<file path="src/rtl/nanorv32_tcm_dbg_arbiter.sv">
// nanorv32 data TCM arbiter: CPU port m0 has fixed priority, debug port m1
// gets the TCM after at most MAX_WAIT m0 grants while it is pending.
module nanorv32_tcm_dbg_arbiter #(
  parameter int ADDR_WIDTH = 13,
  parameter int MAX_WAIT   = 4
) (
  input  logic                  clk,
  input  logic                  rst,
  input  logic                  m0_req,
  input  logic [31:0]           m0_addr,
  input  logic                  m0_write,
  input  logic [31:0]           m0_wdata,
  input  logic [3:0]            m0_bytesel,
  output logic                  m0_ready,
  output logic [31:0]           m0_rdata,
  input  logic                  m1_req,
  input  logic [31:0]           m1_addr,
  input  logic                  m1_write,
  input  logic [31:0]           m1_wdata,
  input  logic [3:0]            m1_bytesel,
  output logic                  m1_ready,
  output logic [31:0]           m1_rdata,
  output logic                  tcm_en,
  output logic [ADDR_WIDTH-1:0] tcm_addr,
  output logic [31:0]           tcm_din,
  output logic [3:0]            tcm_bytesel,
  input  logic [31:0]           tcm_dout,
  output logic                  busy
);

  typedef enum logic [2:0] {
    IDLE, ACC0, ACC1, RESP0, RESP1
  } state_t;

  localparam logic [7:0] MAX_W = MAX_WAIT[7:0];

  state_t                  state_q, state_d;
  logic [7:0]              wait_cnt_q, wait_cnt_d;
  logic                    tcm_en_q, tcm_en_d;
  logic [ADDR_WIDTH-1:0]   tcm_addr_q, tcm_addr_d;
  logic [31:0]             tcm_din_q, tcm_din_d;
  logic [3:0]              tcm_bytesel_q, tcm_bytesel_d;
  logic                    arb, cand0, cand1, win0, win1;

  logic unused_addr;
  assign unused_addr = ^{m0_addr[31:ADDR_WIDTH+2], m0_addr[1:0],
                         m1_addr[31:ADDR_WIDTH+2], m1_addr[1:0]};

  always_ff @(posedge clk or posedge rst) begin
    if (rst) begin
      state_q       <= IDLE;
      wait_cnt_q    <= '0;
      tcm_en_q      <= 1'b0;
      tcm_addr_q    <= '0;
      tcm_din_q     <= '0;
      tcm_bytesel_q <= '0;
    end else begin
      state_q       <= state_d;
      wait_cnt_q    <= wait_cnt_d;
      tcm_en_q      <= tcm_en_d;
      tcm_addr_q    <= tcm_addr_d;
      tcm_din_q     <= tcm_din_d;
      tcm_bytesel_q <= tcm_bytesel_d;
    end
  end

  // The master completing in RESPx is masked so the other one gets a turn.
  always_comb begin
    arb   = (state_q == IDLE) || (state_q == RESP0) || (state_q == RESP1);
    cand0 = arb && m0_req && (state_q != RESP0);
    cand1 = arb && m1_req && (state_q != RESP1);
    win1  = cand1 && (!cand0 || (wait_cnt_q == MAX_W));
    win0  = cand0 && !win1;
  end

  always_comb begin
    state_d = state_q;
    case (state_q)
      ACC0:    state_d = RESP0;
      ACC1:    state_d = RESP1;
      default: begin
        if (win1)      state_d = ACC1;
        else if (win0) state_d = ACC0;
        else           state_d = IDLE;
      end
    endcase
  end

  always_comb begin
    tcm_en_d      = 1'b0;
    tcm_addr_d    = '0;
    tcm_din_d     = '0;
    tcm_bytesel_d = '0;
    if (win0) begin
      tcm_en_d      = 1'b1;
      tcm_addr_d    = m0_addr[ADDR_WIDTH+1:2];
      tcm_din_d     = m0_wdata;
      tcm_bytesel_d = m0_write ? m0_bytesel : 4'b0000;
    end else if (win1) begin
      tcm_en_d      = 1'b1;
      tcm_addr_d    = m1_addr[ADDR_WIDTH+1:2];
      tcm_din_d     = m1_wdata;
      tcm_bytesel_d = m1_write ? m1_bytesel : 4'b0000;
    end
  end

  always_comb begin
    wait_cnt_d = wait_cnt_q;
    if (!m1_req || win1)
      wait_cnt_d = '0;
    else if (win0 && (wait_cnt_q < MAX_W))
      wait_cnt_d = wait_cnt_q + 8'd1;
  end

  always_comb begin
    m0_ready    = (state_q == RESP0);
    m1_ready    = (state_q == RESP1);
    m0_rdata    = m0_ready ? tcm_dout : 32'h0;
    m1_rdata    = m1_ready ? tcm_dout : 32'h0;
    busy        = (state_q != IDLE);
    tcm_en      = tcm_en_q;
    tcm_addr    = tcm_addr_q;
    tcm_din     = tcm_din_q;
    tcm_bytesel = tcm_bytesel_q;
  end

endmodule
</file>
<file path="config.mk">
export PLATFORM = sky130hd
export DESIGN_NAME = nanorv32_tcm_dbg_arbiter
export DESIGN_NICKNAME = d
export VERILOG_FILES = /design/src/rtl/nanorv32_tcm_dbg_arbiter.sv
export SDC_FILE = /design/constraint.sdc
export NUM_CORES = 1
export LEC_CHECK = 0
export ABC_CLOCK_PERIOD_IN_PS = 2000
export CORE_AREA = 2 2 113 115
export CTS_CLUSTER_SIZE = 10
export DETAILED_ROUTE_END_ITERATION = 10
export DIE_AREA = 0 0 115 117
export PLACE_DENSITY = 0.69
export SYNTH_ARGS = -nofsm -noshare
export SYNTH_HDL_FRONTEND = slang
export SYNTH_SLANG_ARGS = --single-unit
</file>
<file path="constraint.sdc">
create_clock -name clk -period 2 [get_ports clk]
set_clock_uncertainty 0.05 [all_clocks]
set_input_delay 0.4 -clock clk [delete_from_list [all_inputs] [get_ports clk]]
set_output_delay 0.4 -clock clk [all_outputs]
set_load 0.01 [all_outputs]
</file>
==> results.toml <==
[outcome]
status = "complete, but fails checks"
violations = "negative setup slack"

[layout]
final_core_util_pct = 48.38
drive_gt1_share_pct = 28.71
area_growth_pct = 116.2
antenna_cells = 0
layout.nets = 692
fin_cells = 669

[routing]
drt_iter0_markers = 39
drc = 0
drt_wl_total_mm = 10.45
route.vias.total = 2951
viasPerCell = 4.411
postRouteAntennaNets = 0
routedWlPerCell_um = 15.62
drt-pass1-iter-count = 4

[logic_synthesis]
synthXorXnorAreaFrac_pct = 0.6358
yosys-mux-area-fraction_pct = 0.4087
synth_edf_count = 0
synthTopCellsByCount = "and2_1, dfrtp_1, a22o_1, nand2_1, and3_1"
synth.avg_cell_area_um2 = 11.58
synth_top_area_share_pct = 55.40
yosys.cell_types.count = 30
yosysMostFrequentCell = "and2_1"
yosysSeqAreaShare_pct = 55.40
async_flop_share_pct = 100.0
ys_warn_count = 0
synthCells = 238
synthFlopType = "dfrtp_1"
synthAdderAreaFrac_pct = 0.9083
synth_seq_cells = 61
synth_top_family_by_area = "simple AND/OR/NAND/NOR gates"
synth_compound_area_share_pct = 16.44
synth_area_mm2 = 0.002755
synth_fp_nets = 414
yosys.area_share.simple_pct = 21.66
yosysTopAreaCell = "dfrtp_1"
synthTopCellsByArea = "dfrtp_1, and2_1, a22o_1"

[power_and_ir_drop]
p_leak_nw = 2.767
power.density_mw_per_mm2 = 1158
ir_drop_mv = 0.4820

[timing]
fin_setup_tns_ns = -0.2200
hold_viol = 0
max_freq_mhz = 482.9
worstMarginPinSlew_ns = 0.5865
worst_slack_ns = -0.07074
setup_viol = 11
rsz0062_at_grt = "yes"
relSlewSlack_pct = 60.86
whs_ns = 0.3274
slew_violations = 0
fin_crit_ns = 2.071
fin_crit_sh_pct = 103.5

[clock_tree]
cts.clk_slew.worst_paths_ns = 0.05
cts.sinks = 61
cts_tree = "built"
ctsHoldBuffers = 0
cts_max_level = 3
clk_latency_ns = 0.32
cts_buffer_depth = 2
cts_buffers = 9
cts_root_buffer = "clkbuf_16"

[floorplanning]
start_util_pct = 22.38
die_w_um = 115
fp.dieH_um = 117
ios = 291
die_area_mm2 = 0.01346
core_mm2 = 0.01231
num_rows = 41

[setup_path]
crit_top_cell = "buf_6"
cp-start-kind = "register"
reg2reg_depth = 6
cp.depth = 7
crit_type = "register to primary output"
cpPeakStageDelay_ns = 0.39
crit_buf_inv = 5
cp-end-kind = "primary output"
arrival_ns = 1.62
cpMaxStageDelayCell = "dfrtp_1"
critical-path-top-delay-family = "buffers and inverters"
cp.required_ns = 1.55
crit_fanout = 5
crit_path_cell_trace = "buf_6, nor3b_4, buf_6, buf_6, buf_6, and2_4, buf_6"

[placement]
dp.cells = 638
pre_cts_slack_ns = -0.3982
post-dp-hpwl_mm = 7.341
io_buffer_count = 252
place_congestion = 0.7104

[global_routing]
grt_pass1_vias = 2981
antenna_found_initial = 0
grt-ovfl-total = 0
grt_util_all_layers_pct = 14.54
grt_max_degree = 46
grt_pass1_wl_mm = 14.93

[flow_run]
drv_cap = 0

[hold_path]
hold_path.class = "primary input to asynchronous set/reset pin"
==> metal layers <==
| layer | track usage (%) | vias to the layer above | wire length [µm] |
|---|---|---|---|
| li1 | - | 1387 | - |
| met4 | 5.141 | 0 | 148 |
| met5 | 0 | - | 0 |
| met3 | 6.076 | 9 | 1078 |
| met1 | 13.24 | 1398 | 3475 |
| met2 | 28.71 | 157 | 5749 |
==> logic make-up (layout without fill, tap and decap cells) <==
family	Yosys count	count (layout)
buf+inv	21	299
compound gates	53	53
fa+ha+maj	2	2
simple gates	98	101
mux	1	1
xor+xnor	2	2
flops	61	61
==> area by class of cell <==
class / instances / area, µm²
timing repair buffer: 282 / 2710
multi-input combinational: 159 / 1236
tap: 150 / 187.7
fill: 1151 / 6355
clock buffer: 13 / 280.3
sequential: 61 / 1526
inverter: 3 / 11.26
clock inverter: 1 / 5.005
==> placed cells by master, fill, tap and decap left out, types with 2 or more instances in the layout <==
master,n
clkbuf_8,4
buf_6,40
buf_12,4
a22o_1,45
and3_1,7
clkbuf_2,25
o22ai_1,4
inv_1,2
xnor2_1,2
ha_1,2
nor2_1,2
and2_1,36
nor2_4,3
buf_2,12
nor3b_1,2
clkdlybuf4s50_1,185
clkbuf_16,10
nand2_1,12
clkdlybuf4s15_1,2
dfrtp_1,61
buf_4,13
and2_4,28
==> power by group <==
part           internal, mW  switching (mW)
Clock                 0.955           0.496
Sequential             1.65           0.134
Combinational          2.10            1.56
==> flip-flops by register name (all words and copies together), names as in the netlist <==
signal       count
tcm_addr        13
tcm_din         32
wait_cnt_q       8
tcm_en           1
tcm_bytesel      4
state_q          3
==> worst paths after layout <==
kind | from | end | slack [ns]
setup / recovery | state_q[1]$_DFF_PP0_ | m1_rdata[29] | -0.07
hold / removal | rst | wait_cnt_q[7]$_DFFE_PP0P_ | 0.33
setup reg to reg | state_q[0]$_DFF_PP0_ | tcm_din[1]$_DFF_PP0_ | 0.09
hold reg to reg | wait_cnt_q[4]$_DFFE_PP0P_ | wait_cnt_q[4]$_DFFE_PP0P_ | 0.46
max in group asynchronous | rst | tcm_din[1]$_DFF_PP0_ | 1.01
min in group clk | wait_cnt_q[4]$_DFFE_PP0P_ | wait_cnt_q[4]$_DFFE_PP0P_ | 0.46
==> through the flow <==
stage | power [mW] | area, µm²
3_3_place_gp | 4.995 | 5519
5_1_grt | 7.287 | 5957
3_5_place_dp | 5.064 | 5519
2_1_floorplan | 3.228 | 2755
6_report | 6.898 | 5957
4_1_cts | 6.754 | 5861
==> timing repair <==
| action | in CTS | in global routing |
|---|---|---|
| pin swaps | 8 | 24 |
| setup buffers | 11 | 1 |
| endpoints found under the setup margin | 113 | 112 |
| gates cloned | 6 | 2 |
| hold endpoints to repair | 0 | 0 |
| gates resized for setup | 226 | 95 |
(Power assumes the default switching activity.)
